<file path="config.mk">
export PLATFORM = sky130hd
export DESIGN_NAME = uart_tx_serializer
export DESIGN_NICKNAME = d
export VERILOG_FILES = /design/src/rtl/uart_pkg.sv /design/src/rtl/uart_tx_serializer.sv
export SDC_FILE = /design/constraint.sdc
export NUM_CORES = 1
export LEC_CHECK = 0
export CELL_PAD_IN_SITES_DETAIL_PLACEMENT = 0
export CELL_PAD_IN_SITES_GLOBAL_PLACEMENT = 1
export CORE_AREA = 4 4 59 61
export CTS_BUF_LIST = sky130_fd_sc_hd__clkbuf_16
export DETAILED_ROUTE_END_ITERATION = 10
export DIE_AREA = 0 0 63 65
export PLACE_DENSITY = 0.74
export SLEW_MARGIN = 30
export SYNTH_ARGS = -nofsm -noshare
export SYNTH_HDL_FRONTEND = slang
export SYNTH_SLANG_ARGS = --single-unit
</file>
<file path="constraint.sdc">
create_clock -name clk -period 1.8 [get_ports clk]
set_clock_uncertainty 0.15 [all_clocks]
set_input_delay 0.36 -clock clk [delete_from_list [all_inputs] [get_ports clk]]
set_output_delay 0.36 -clock clk [all_outputs]
set_load 0.02 [all_outputs]
</file>
<file path="src/rtl/uart_pkg.sv">
// Shared UART definitions: parity modes, transmit FSM states, baud select codes.
// Latency: n/a (types and constants only).
// Backpressure: n/a.
package uart_pkg;

    localparam int PAR_NONE = 0;
    localparam int PAR_EVEN = 1;
    localparam int PAR_ODD  = 2;

    typedef enum logic [2:0] {
        ST_IDLE   = 3'd0,
        ST_SYNC   = 3'd1,
        ST_START  = 3'd2,
        ST_DATA   = 3'd3,
        ST_PARITY = 3'd4,
        ST_STOP   = 3'd5
    } tx_state_t;

    // Baud select codes, common to the tick generator and its register map.
    typedef enum logic [1:0] {
        BAUD_9600   = 2'd0,
        BAUD_19200  = 2'd1,
        BAUD_57600  = 2'd2,
        BAUD_115200 = 2'd3
    } baud_sel_t;

endpackage

</file>
<file path="src/rtl/uart_tx_serializer.sv">
// UART transmit serializer: byte in over valid/ready, start/data/parity/stop frame out on tx.
// Latency: start bit 1..T+1 clks after acceptance, then one bit per baud_tick period.
// Backpressure: tx_ready high only in IDLE; tx_valid/tx_data ignored for the rest of the frame.
module uart_tx_serializer
    import uart_pkg::*;
#(
    parameter int DATA_BITS   = 8,
    parameter int PARITY_MODE = PAR_NONE,
    parameter int STOP_BITS   = 1
) (
    input  logic                 clk,
    input  logic                 reset,
    input  logic                 baud_tick,
    input  logic [DATA_BITS-1:0] tx_data,
    input  logic                 tx_valid,
    output logic                 tx_ready,
    output logic                 tx,
    output logic                 busy,
    output logic                 done
);

    localparam int               CNT_W     = $clog2(DATA_BITS);
    localparam logic [CNT_W-1:0] LAST_BIT  = CNT_W'(DATA_BITS - 1);
    localparam logic             LAST_STOP = 1'(STOP_BITS - 1);

    tx_state_t            state, state_nxt;
    logic [DATA_BITS-1:0] shift_q, shift_nxt;
    logic [CNT_W-1:0]     bit_cnt, bit_cnt_nxt;
    logic                 stop_cnt, stop_cnt_nxt;
    logic                 par_q, par_nxt;
    logic                 tx_nxt;
    logic                 done_nxt;

    always_ff @(posedge clk or posedge reset) begin
        if (reset) begin
            state    <= ST_IDLE;
            shift_q  <= '0;
            bit_cnt  <= '0;
            stop_cnt <= 1'b0;
            par_q    <= 1'b0;
            tx       <= 1'b1;
            done     <= 1'b0;
            tx_ready <= 1'b1;
            busy     <= 1'b0;
        end else begin
            state    <= state_nxt;
            shift_q  <= shift_nxt;
            bit_cnt  <= bit_cnt_nxt;
            stop_cnt <= stop_cnt_nxt;
            par_q    <= par_nxt;
            tx       <= tx_nxt;
            done     <= done_nxt;
            // Handshake flags are registered copies of the next state so they track it exactly.
            tx_ready <= (state_nxt == ST_IDLE);
            busy     <= (state_nxt != ST_IDLE);
        end
    end

    always_comb begin
        state_nxt    = state;
        shift_nxt    = shift_q;
        bit_cnt_nxt  = bit_cnt;
        stop_cnt_nxt = stop_cnt;
        par_nxt      = par_q;
        tx_nxt       = tx;
        done_nxt     = 1'b0;

        case (state)
            ST_IDLE: begin
                tx_nxt = 1'b1;
                // A tick landing on the acceptance cycle is deliberately ignored: SYNC waits for the next one.
                if (tx_valid && tx_ready) begin
                    shift_nxt    = tx_data;
                    par_nxt      = (PARITY_MODE == PAR_ODD) ? ~^tx_data : ^tx_data;
                    bit_cnt_nxt  = '0;
                    stop_cnt_nxt = 1'b0;
                    state_nxt    = ST_SYNC;
                end
            end
            ST_SYNC: begin
                if (baud_tick) begin
                    tx_nxt    = 1'b0;
                    state_nxt = ST_START;
                end
            end
            ST_START: begin
                if (baud_tick) begin
                    tx_nxt      = shift_q[0];
                    bit_cnt_nxt = '0;
                    state_nxt   = ST_DATA;
                end
            end
            ST_DATA: begin
                if (baud_tick) begin
                    if (bit_cnt == LAST_BIT) begin
                        if (PARITY_MODE != PAR_NONE) begin
                            tx_nxt    = par_q;
                            state_nxt = ST_PARITY;
                        end else begin
                            tx_nxt       = 1'b1;
                            stop_cnt_nxt = 1'b0;
                            state_nxt    = ST_STOP;
                        end
                    end else begin
                        shift_nxt   = shift_q >> 1;
                        tx_nxt      = shift_q[1];
                        bit_cnt_nxt = bit_cnt + CNT_W'(1);
                    end
                end
            end
            ST_PARITY: begin
                if (baud_tick) begin
                    tx_nxt       = 1'b1;
                    stop_cnt_nxt = 1'b0;
                    state_nxt    = ST_STOP;
                end
            end
            ST_STOP: begin
                if (baud_tick) begin
                    if (stop_cnt == LAST_STOP) begin
                        state_nxt = ST_IDLE;
                        done_nxt  = 1'b1;
                    end else begin
                        stop_cnt_nxt = 1'b1;
                    end
                end
            end
            default: begin
                state_nxt = ST_IDLE;
                tx_nxt    = 1'b1;
            end
        endcase
    end

endmodule
</file>
==> Yosys cells after proc, flatten, opt, wreduce, memory -nomap -nowiden <==
Cells that the tools add are included.
{ "totals": {"register_bits": 19, "output_inout_bits": 4, "in_bits": 12, "word_cells": 68} }
{ "classes": {"n_eq_ne": 14, "reduce_logical": 11, "n_mux": 33, "bitwise": 1, "n_addsub": 1} }
{ "ops": {"columns": ["cell", "n"], "rows": [
  ["two-way mux 3 bit", 12],
  ["two-way mux 8 bit", 3],
  ["one-hot mux 3 bit (6 select lines)", 1],
  ["inequality test 2 bit, second input constant", 8],
  ["one-hot mux 8 bit (2 select lines)", 1],
  ["two-way mux 1 bit", 13],
  ["AND reduction 5 bit", 2],
  ["equality test 3 bit, second input constant", 3],
  ["one-hot mux 3 bit (3 select lines)", 1],
  ["equality test 3 x 2 -> 1 bit, second input constant", 2],
  ["logical NOT 3 bit", 2],
  ["AND reduction 6 bit", 1],
  ["nonzero test 3 bit", 2],
  ["one-hot mux 1 bit (5 select lines)", 1],
  ["one-hot mux 1 bit (4 select lines)", 1],
  ["AND reduction 4 bit", 1],
  ["nonzero test 4 bit", 1],
  ["adder 3 x 1 -> 3 bit, second input constant", 1],
  ["equality test 3 x 1 -> 1 bit, second input constant", 1],
  ["nonzero test 2 bit", 1],
  ["logical AND 1 bit", 1],
  ["NOT 1 bit", 1]
]} }

==> Depth between registers and ports, before layout <==
Gate-level depths: netlist of the first run.
{ "logic_depth": {"depth_word": 5, "mapped_depth": 6, "mapped_depth_nobuf": 5} }

==> Worst setup path after synthesis of the first run <==
No wires, ideal clock.
{ "synth_timing": {"path_type": "register -> register", "start": "register bit_cnt[0]", "end": "register shift_q[7]", "slack_ns": 0.064, "n_path_buf": 0, "required_ns": 1.528, "stages_incl_launch_ff": 6, "t_arrival_ns": 1.465, "setup_ns": 0.122, "path_cell_list": "dfrtp_1 > ha_1 > ha_1 > and3_1 > a211o_4 > a32o_1"} }
{ "synth_via": {"elab_chain_cells": 3} }
{ "synth_lines": {"columns": ["item", "line_no", "rtl"], "rows": [
  ["start, declared", "uart_tx_serializer.sv:28", "logic [CNT_W-1:0] bit_cnt, bit_cnt_nxt;"],
  ["start signal, assigned", "uart_tx_serializer.sv:48", "bit_cnt <= bit_cnt_nxt;"],
  ["equality test 3 bit", "uart_tx_serializer.sv:95", "if (bit_cnt == LAST_BIT) begin"],
  ["inequality test 2 bit (no source line)", null, null],
  ["AND reduction 4 bit (no source line)", null, null],
  ["end signal, assigned", "uart_tx_serializer.sv:47", "shift_q <= shift_nxt;"],
  ["end, declared", "uart_tx_serializer.sv:27", "logic [DATA_BITS-1:0] shift_q, shift_nxt;"]
]} }
Every way passes these cells.
A chain may end at the register's enable or synchronous reset.

==> Final worst setup path of the first run <==
{ "layout_timing": {"start": "register bit_cnt[0]", "end": "register bit_cnt[0]"} }
{ "layout_via": {"elab_chain_cells": 4, "elab_cells_between_ends": 7, "cone_classes": "add/sub: 1; eq/ne: 2; mux: 3; reduce/logical: 1"} }
{ "layout_lines": {"columns": ["item", "line_no", "rtl"], "rows": [
  ["adder 3 x 1 -> 3 bit", "uart_tx_serializer.sv:107", "bit_cnt_nxt = bit_cnt + CNT_W'(1);"],
  ["two-way mux 3 bit", "uart_tx_serializer.sv:95", null],
  ["two-way mux 3 bit", "uart_tx_serializer.sv:94", "if (baud_tick) begin"],
  ["one-hot mux 3 bit (3 select lines)", "uart_tx_serializer.sv:68", "case (state)"]
]} }
Parallel ways exist; a longest one is shown, timed or not. The select of a mux whose other input is x is not followed.

==> load_flow_metrics.sql, run 1 <==
INSERT INTO impl_metrics (metric_group, metric, value, unit) VALUES
('status', 'result_of_the_run', 'finished, final reports clean', ''),
('routing', 'drt_iter0_drc', '25', ''),
('routing', 'route.antenna.remaining_nets', '0', ''),
('synthesis', 'yosys_warnings', '0', ''),
('floorplan', 'die_w', '63', 'um'),
('grt', 'globalRouteOverflowTotal', '0', ''),
('clocking', 'cts_htree_levels', '1', ''),
('floorplan', 'core', '2980', 'um^2'),
('sta', 'achievable_freq', '0.581', 'GHz'),
('floorplan', 'placementRows', '20', ''),
('finish', 'most-common-layout-cells', 'sky130_fd_sc_hd__dfrtp_1 (16), sky130_fd_sc_hd__buf_4 (14), sky130_fd_sc_hd__clkdlybuf4s50_1 (13), sky130_fd_sc_hd__inv_1 (12), sky130_fd_sc_hd__mux2i_1 (9)', ''),
('place', 'io_buffer_count', '15', ''),
('synthesis', 'synth-seq-area-share', '44.7', '%'),
('sta', 'slew_violations', '0', ''),
('sta', 'hold_violations', '0', ''),
('routing', 'via_per_inst', '5.00', ''),
('worst_setup_path', 'cp_common_cell', 'sky130_fd_sc_hd__ha_2', ''),
('sta', 'slew-limit-headroom', '79.3', '%'),
('power', 'static-leakage-power', '0.674', 'nW'),
('worst_setup_path', 'worstPathArrival', '1.70', 'ns'),
('routing', 'detailroute.via_count', '805', ''),
('power', 'total_power', '0.00234', 'W'),
('finish', 'num_antenna_cells', '0', ''),
('worst_hold_path', 'min-delay-path-class', 'in2async', ''),
('routing', 'detail_route.wl_per_cell', '13.4', 'um'),
('sta', 'min_period_over_period', '95.6', '%'),
('routing', 'detail_route.first_pass.iterations', '4', ''),
('worst_setup_path', 'flop_to_flop_setup_slack', '0.08', 'ns'),
('grt', 'grt_first_pass_wirelength', '3.93', 'mm'),
('worst_setup_path', 'crit_required', '1.78', 'ns'),
('place', 'dpl-instance-area', '1290', 'um^2'),
('routing', 'remaining_drc_errors', '0', ''),
('synthesis', 'post_synth.cell_area_avg', '10.3', 'um^2'),
('routing', 'wl', '2.16', 'mm'),
('power', 'total_power_per_unit_cell_area', '1680', 'nW/um^2'),
('synthesis', 'synth-main-ff-cell', 'sky130_fd_sc_hd__dfrtp_1', ''),
('floorplan', 'ios', '16', ''),
('place', 'numPlacedInstances', '155', ''),
('clocking', 'cts_inserted_buffers', '3', ''),
('synthesis', 'syn-instance-count', '98', ''),
('worst_setup_path', 'cpLargestDelayFamily', 'flip-flops', ''),
('synthesis', 'synth_edf_count', '0', ''),
('sta', 'max_slew.worst_pin.slew', '0.310', 'ns'),
('synthesis', 'postSynthNetCount', '112', ''),
('synthesis', 'mapped_cell_area', '1010', 'um^2'),
('finish', 'finalInstanceArea', '1390', 'um^2'),
('grt', 'track_usage', '11.9', '%'),
('clocking', 'tritoncts', 'yes', ''),
('worst_setup_path', 'critical_path_endpoint_category', 'flip-flop', ''),
('worst_setup_path', 'timing.critical_path.cells', 'ha_2, ha_2, buf_6, nand2_1, a32o_2, mux2_1', ''),
('worst_setup_path', 'crit_fanout', '10', ''),
('floorplan', 'die-height', '65', 'um'),
('worst_setup_path', 'critical_path.startpoint_type', 'flip-flop', ''),
('finish', 'areaGrowthSynthToFinish', '37.4', '%'),
('finish', 'proportion_of_layout_cells_with_a_drive_suffix_above_1', '25.8', '%'),
('worst_setup_path', 'critPathSlowestCell', 'sky130_fd_sc_hd__dfrtp_1', ''),
('synthesis', 'synth-async-reset-ratio', '100', '%'),
('finish', 'fin_nets', '143', ''),
('grt', 'antenna_violations_before_repair', '0', ''),
('sta', 'layout_min_cycle_time', '1.72', 'ns'),
('place', 'placer_congestion_estimate', '0.814', ''),
('finish', 'final_cells', '161', ''),
('worst_setup_path', 'critical_path_class', 'reg2reg', ''),
('floorplan', 'initial_utilization', '34.0', '%'),
('worst_setup_path', 'max_stage_delay', '0.35', 'ns'),
('worst_setup_path', 'crit_buf_inv', '1', ''),
('grt', 'via_count_of_the_first_global_routing_pass', '904', ''),
('clocking', 'clock-root-buffer', 'sky130_fd_sc_hd__clkbuf_16', ''),
('synthesis', 'synth-seq-cells', '18', ''),
('finish', 'final_common_cell', 'sky130_fd_sc_hd__dfrtp_1', ''),
('sta', 'timing.final.setup_violations', '0', ''),
('grt', 'grt_max_degree', '19', ''),
('place', 'hpwlAfterDp', '1.59', 'mm'),
('flow_run', 'cap_viol_max_count', '0', ''),
('synthesis', 'yosys.cell_types.count', '37', ''),
('power', 'peakVddDrop', '0.567', 'mV'),
('floorplan', 'die_area', '4100', 'um^2'),
('clocking', 'clock_path_buffers', '2', ''),
('clocking', 'insertion_delay', '0.25', 'ns'),
('clocking', 'clkSlewWorstSetupHoldPaths', '0.05', 'ns'),
('clocking', 'cts.sink_count', '18', '');
[worst reg2reg max path, cell delays in order, from the launching register on]
cell and delay [ns]:
sky130_fd_sc_hd__dfrtp_1 0.35, sky130_fd_sc_hd__ha_2 0.17, sky130_fd_sc_hd__ha_2 0.17, sky130_fd_sc_hd__buf_6 0.13, sky130_fd_sc_hd__nand2_1 0.05, sky130_fd_sc_hd__a32o_2 0.26, sky130_fd_sc_hd__mux2_1 0.31
[timing repair]
action,in CTS,in global routing
gates resized for setup,2,3
setup buffers,0,2
gates cloned,0,0
hold buffers,0,0
endpoints found under the setup margin,2,11
pin swaps,0,2
[layer usage]
layer / up-vias / part of all wire, % / GRT usage, %
li1: 403 / - / -
met1: 385 / 47 / 14.3
met2: 15 / 49 / 21.3
met3: 2 / 3.9 / 2.95
met4: 0 / 0.28 / 2.48
met5: - / 0 / 0
[sequential cells by signal, summed over array words and instances, names as in the netlist]
signal	count
busy	1
shift_q	8
tx_ready	1
done	1
state	3
tx	1
bit_cnt	3
[cells by family after synthesis]
kind of cell,after synthesis,share of synthesized area (%)
buffers and inverters,16,7.04
adder cells (fa/ha/maj),3,3.46
AND/OR/NAND/NOR,30,17.5
multiplexers,10,10.0
AO/OA/AOI/OAI,21,17.3
flip-flops,18,44.7
[synth_stat cells (2+ instances only)]
cell,count,area (um^2)
sky130_fd_sc_hd__nand2_1,7,26.3
sky130_fd_sc_hd__and2_1,2,12.5
sky130_fd_sc_hd__dfrtp_1,16,400
sky130_fd_sc_hd__inv_1,11,41.3
sky130_fd_sc_hd__or2_2,6,37.5
sky130_fd_sc_hd__o21ai_0,2,10.0
sky130_fd_sc_hd__a22oi_1,7,52.6
sky130_fd_sc_hd__nand2b_1,2,12.5
sky130_fd_sc_hd__nor2_1,5,18.8
sky130_fd_sc_hd__mux2i_1,9,90.1
sky130_fd_sc_hd__dfstp_2,2,52.6
sky130_fd_sc_hd__buf_4,3,22.5
sky130_fd_sc_hd__ha_1,2,25.0
[through the flow]
stage	worst slack [ns]	util (%)	TNS, ns	hold slack, ns
2_1_floorplan	0.0636	-	0	0.147
3_3_place_gp	-0.109	43.4	-0.480	0.318
3_5_place_dp	-0.125	43.4	-0.678	0.329
4_1_cts	0.00833	46.0	0	0.286
5_1_grt	-0.00679	46.8	-0.00679	0.319
6_report	0.0785	46.8	0	0.276
[where the power goes]
| group | switching, W | internal (W) | total, W | leakage [nW] |
|---|---|---|---|---|
| Clock | 0.000145 | 0.000295 | 0.000440 | 0.0423 |
| Combinational | 0.000528 | 0.000661 | 0.00119 | 0.430 |
| Sequential | 0.000129 | 0.000579 | 0.000708 | 0.202 |
[area by class of cell]
cell class	instances	area, um^2
Clock buffer	3	75.1
Fill cell	289	1590
Timing Repair Buffer	31	284
Inverter	11	41.3
Sequential cell	18	453
Multi-Input combinational cell	64	494
Tap cell	33	41.3
Clock inverter	1	3.75
[worst paths after layout]
check                           startpoint  cells after the start          to
worst min-delay path                 reset                      3  shift_q[5]
min in group clk                shift_q[7]                      1  shift_q[7]
worst max register to register  bit_cnt[0]                      6  bit_cnt[0]
worst min register to register  shift_q[7]                      1  shift_q[7]
max in group asynchronous            reset                      3    tx_ready
worst max-delay path            bit_cnt[0]                      6  bit_cnt[0]
Note: power is estimated with default switching activity, not from simulation.
==> run 2, diff against run 1 <==
--- a/config.mk
+++ b/config.mk
@@ -8,11 +8,12 @@
 export CELL_PAD_IN_SITES_DETAIL_PLACEMENT = 0
 export CELL_PAD_IN_SITES_GLOBAL_PLACEMENT = 1
 export CORE_AREA = 4 4 59 61
-export CTS_BUF_LIST = sky130_fd_sc_hd__clkbuf_16
 export DETAILED_ROUTE_END_ITERATION = 10
 export DIE_AREA = 0 0 63 65
 export PLACE_DENSITY = 0.74
+export SKIP_LAST_GASP = 1
 export SLEW_MARGIN = 30
 export SYNTH_ARGS = -nofsm -noshare
 export SYNTH_HDL_FRONTEND = slang
 export SYNTH_SLANG_ARGS = --single-unit
+export TNS_END_PERCENT = 100
==> run 2 against run 1 <==
- setup slack got worse by 0.0045 ns
- core utilization fell by 1.1 points
- sequential power increased by 1%
- highest routed layer unchanged
- total power down 7.5%
- combinational power is 4% higher
- register-to-register slack about the same
- sequential cell count did not move
- die area unchanged
- wire length up 7.1%
- non-clock buffer count up 1
- clock power down 53%
- critical path type is now reg2out
- global-route usage grew 0.13 points
==> load_flow_metrics.sql, run 2 (same netlist as run 1, synthesis figures left out) <==
INSERT INTO impl_metrics (metric_group, metric, value, unit) VALUES
('routing', 'via_per_inst', '5.04', ''),
('grt', 'track_usage', '12.0', '%'),
('clocking', 'clock-root-buffer', 'sky130_fd_sc_hd__clkbuf_4', ''),
('place', 'hpwlAfterDp', '1.59', 'mm'),
('power', 'static-leakage-power', '0.654', 'nW'),
('worst_setup_path', 'max_stage_delay', '0.59', 'ns'),
('power', 'total_power_per_unit_cell_area', '1590', 'nW/um^2'),
('finish', 'num_antenna_cells', '0', ''),
('worst_setup_path', 'worstSetupPathDepth', '1', ''),
('routing', 'met2_wirelength', '1.13', 'mm'),
('floorplan', 'ios', '16', ''),
('clocking', 'cts_hold_buffers', '0', ''),
('finish', 'final.fill_count', '298', ''),
('clocking', 'cts_inserted_buffers', '3', ''),
('routing', 'met1Wirelength', '1.08', 'mm'),
('clocking', 'cts.sink_count', '18', ''),
('power', 'peakVddDrop', '0.472', 'mV'),
('grt', 'grt_first_pass_wirelength', '3.93', 'mm'),
('routing', 'dr.max_layer_used', 'met4', ''),
('clocking', 'clock_path_buffers', '2', ''),
('finish', 'area.sequential', '453', 'um^2'),
('worst_setup_path', 'timing.critical_path.cells', 'clkdlybuf4s50_1', ''),
('routing', 'remaining_drc_errors', '0', ''),
('finish', 'proportion_of_layout_cells_with_a_drive_suffix_above_1', '27.1', '%'),
('sta', 'achievable_freq', '0.579', 'GHz'),
('worst_setup_path', 'flop_to_flop_setup_slack', '0.07', 'ns'),
('worst_setup_path', 'critical_path_class', 'reg2out', ''),
('floorplan', 'core', '2980', 'um^2'),
('sta', 'max_slew.worst_pin.slew', '0.318', 'ns'),
('grt', 'antenna_violations_before_repair', '0', ''),
('floorplan', 'die_area', '4100', 'um^2'),
('worst_setup_path', 'r2r.worst_path.cells', '5', ''),
('worst_setup_path', 'worst_setup_path_endpoint', 'done', ''),
('routing', 'detail_route.wl_per_cell', '14.3', 'um'),
('floorplan', 'die_w', '63', 'um'),
('status', 'result_of_the_run', 'finished, final reports clean', ''),
('grt', 'grt_max_degree', '19', ''),
('sta', 'slew-limit-headroom', '78.8', '%'),
('routing', 'route.antenna.remaining_nets', '0', ''),
('place', 'io_buffer_count', '15', ''),
('worst_setup_path', 'critPathSlowestCell', 'sky130_fd_sc_hd__clkdlybuf4s50_1', ''),
('place', 'placer_congestion_estimate', '0.814', ''),
('sta', 'layout_min_cycle_time', '1.73', 'ns'),
('worst_setup_path', 'worst_setup_path_startpoint', 'done', ''),
('floorplan', 'die-height', '65', 'um'),
('routing', 'wl', '2.31', 'mm'),
('clocking', 'tritoncts', 'yes', ''),
('finish', 'regMostFlops', 'shift_q', ''),
('clocking', 'clkSlewWorstSetupHoldPaths', '0.11', 'ns'),
('clocking', 'insertion_delay', '0.29', 'ns'),
('floorplan', 'placementRows', '20', ''),
('worst_setup_path', 'critical_path.startpoint_type', 'flip-flop', ''),
('worst_setup_path', 'cpLargestDelayFamily', 'buffers and inverters', ''),
('routing', 'drt_iter0_drc', '24', ''),
('floorplan', 'initial_utilization', '34.0', '%'),
('flow_run', 'cap_viol_max_count', '0', ''),
('place', 'dpl-instance-area', '1290', 'um^2'),
('sta', 'timing.final.setup_violations', '0', ''),
('grt', 'via_count_of_the_first_global_routing_pass', '898', ''),
('worst_setup_path', 'r2r_start', 'bit_cnt[0]', ''),
('routing', 'detail_route.first_pass.iterations', '4', ''),
('worst_setup_path', 'crit_fanout', '1', ''),
('worst_setup_path', 'crit_buf_inv', '1', ''),
('finish', 'utilization_after_layout', '45.7', '%'),
('worst_setup_path', 'crit-reg2reg-capture', 'shift_q[7]', ''),
('worst_setup_path', 'crit_required', '1.29', 'ns'),
('sta', 'rsz0062_at_grt', 'no', ''),
('finish', 'fin_nets', '144', ''),
('finish', 'finalInstanceArea', '1360', 'um^2'),
('finish', 'largest_registers', 'shift_q (8), bit_cnt (3), state (3)', ''),
('worst_hold_path', 'min-delay-path-class', 'in2async', ''),
('finish', 'final_common_cell', 'sky130_fd_sc_hd__dfrtp_1', ''),
('grt', 'globalRouteOverflowTotal', '0', ''),
('finish', 'total_area_of_multi_input_combinational_cells', '509', 'um^2'),
('worst_setup_path', 'critical_path_endpoint_category', 'primary output', ''),
('routing', 'detailroute.via_count', '816', ''),
('finish', 'most-common-layout-cells', 'sky130_fd_sc_hd__dfrtp_1 (16), sky130_fd_sc_hd__buf_4 (14), sky130_fd_sc_hd__clkdlybuf4s50_1 (13), sky130_fd_sc_hd__inv_1 (11), sky130_fd_sc_hd__mux2i_1 (9)', ''),
('worst_setup_path', 'worstPathArrival', '1.22', 'ns'),
('sta', 'slew_violations', '0', ''),
('routing', 'met3_length', '83', 'um'),
('sta', 'min_period_over_period', '95.9', '%'),
('finish', 'number_of_flip_flops_under_the_largest_register_name', '8', ''),
('sta', 'hold_violations', '0', ''),
('finish', 'areaGrowthSynthToFinish', '34.2', '%'),
('clocking', 'cts_htree_levels', '1', '');
-- run 2: cell types whose count changed in the layout (fill, tap and decap cells not counted) --
cell,delta
sky130_fd_sc_hd__buf_2,+1
sky130_fd_sc_hd__a22oi_1,-1
sky130_fd_sc_hd__ha_2,-1
sky130_fd_sc_hd__a22oi_2,+1
sky130_fd_sc_hd__clkbuf_16,-3
sky130_fd_sc_hd__clkbuf_1,+1
sky130_fd_sc_hd__clkbuf_4,+3
sky130_fd_sc_hd__ha_4,+1
sky130_fd_sc_hd__inv_1,-1
-- run 2: metrics by stage --
stage / instances / TNS [ns] / hold slack [ns] / worst slack (ns) / total power, W
after floorplan: 98 / 0 / 0.147 / 0.0636 / 0.00151
after global placement: 155 / -0.480 / 0.318 / -0.109 / 0.00186
after detailed placement: 155 / -0.678 / 0.329 / -0.125 / 0.00192
after CTS: 159 / 0 / 0.209 / 0.000132 / 0.00212
after global routing: 162 / 0 / 0.239 / 0.00615 / 0.00235
final: 162 / 0 / 0.217 / 0.0740 / 0.00216
-- run 2: routing by layer --
layer / vias to the layer above / global-route usage [%]
met1: 394 / 14.0
li1: 405 / -
met3: 2 / 2.95
met5: - / 0
met2: 15 / 21.3
met4: 0 / 4.13
-- run 2: cell type report --
| class | instances | share of cell area, % |
|---|---|---|
| repair buffers | 32 | 21.3 |
| clock buffers | 4 | 1.93 |
| inverters | 11 | 3.04 |
| well taps | 33 | 3.04 |
| flip-flops and latches | 18 | 33.3 |
| multi-input cells | 64 | 37.4 |
-- run 2: how the worst min path moves through the flow --
stage	cells after the start	endpoint	slack (ns)
6_report	3	shift_q[5]	0.22
5_1_grt	3	shift_q[5]	0.24
4_1_cts	3	shift_q[5]	0.21
3_5_place_dp	1	shift_q[7]	0.33
3_3_place_gp	1	shift_q[7]	0.32
2_1_floorplan	1	bit_cnt[0]	0.15
-- run 2: what timing repair did --
item                       in CTS  in global routing
cloned                          0                  1
setup endpoints to repair       2                 11
pin swaps                       0                  2
buffers inserted                0                  2
gates resized for setup         2                  5
-- run 2: power by group --
group          leakage (nW)  total (W)  internal, W  switching (W)
Combinational         0.436    0.00124     0.000682       0.000556
Clock                0.0150   0.000209    0.0000861       0.000123
Sequential            0.202   0.000715     0.000576       0.000139
-- run 2: tightest hold or removal path, cell delays in order --
cell	delay, ns
sky130_fd_sc_hd__clkdlybuf4s50_1	0.39
sky130_fd_sc_hd__inv_1	0.05
sky130_fd_sc_hd__buf_4	0.24
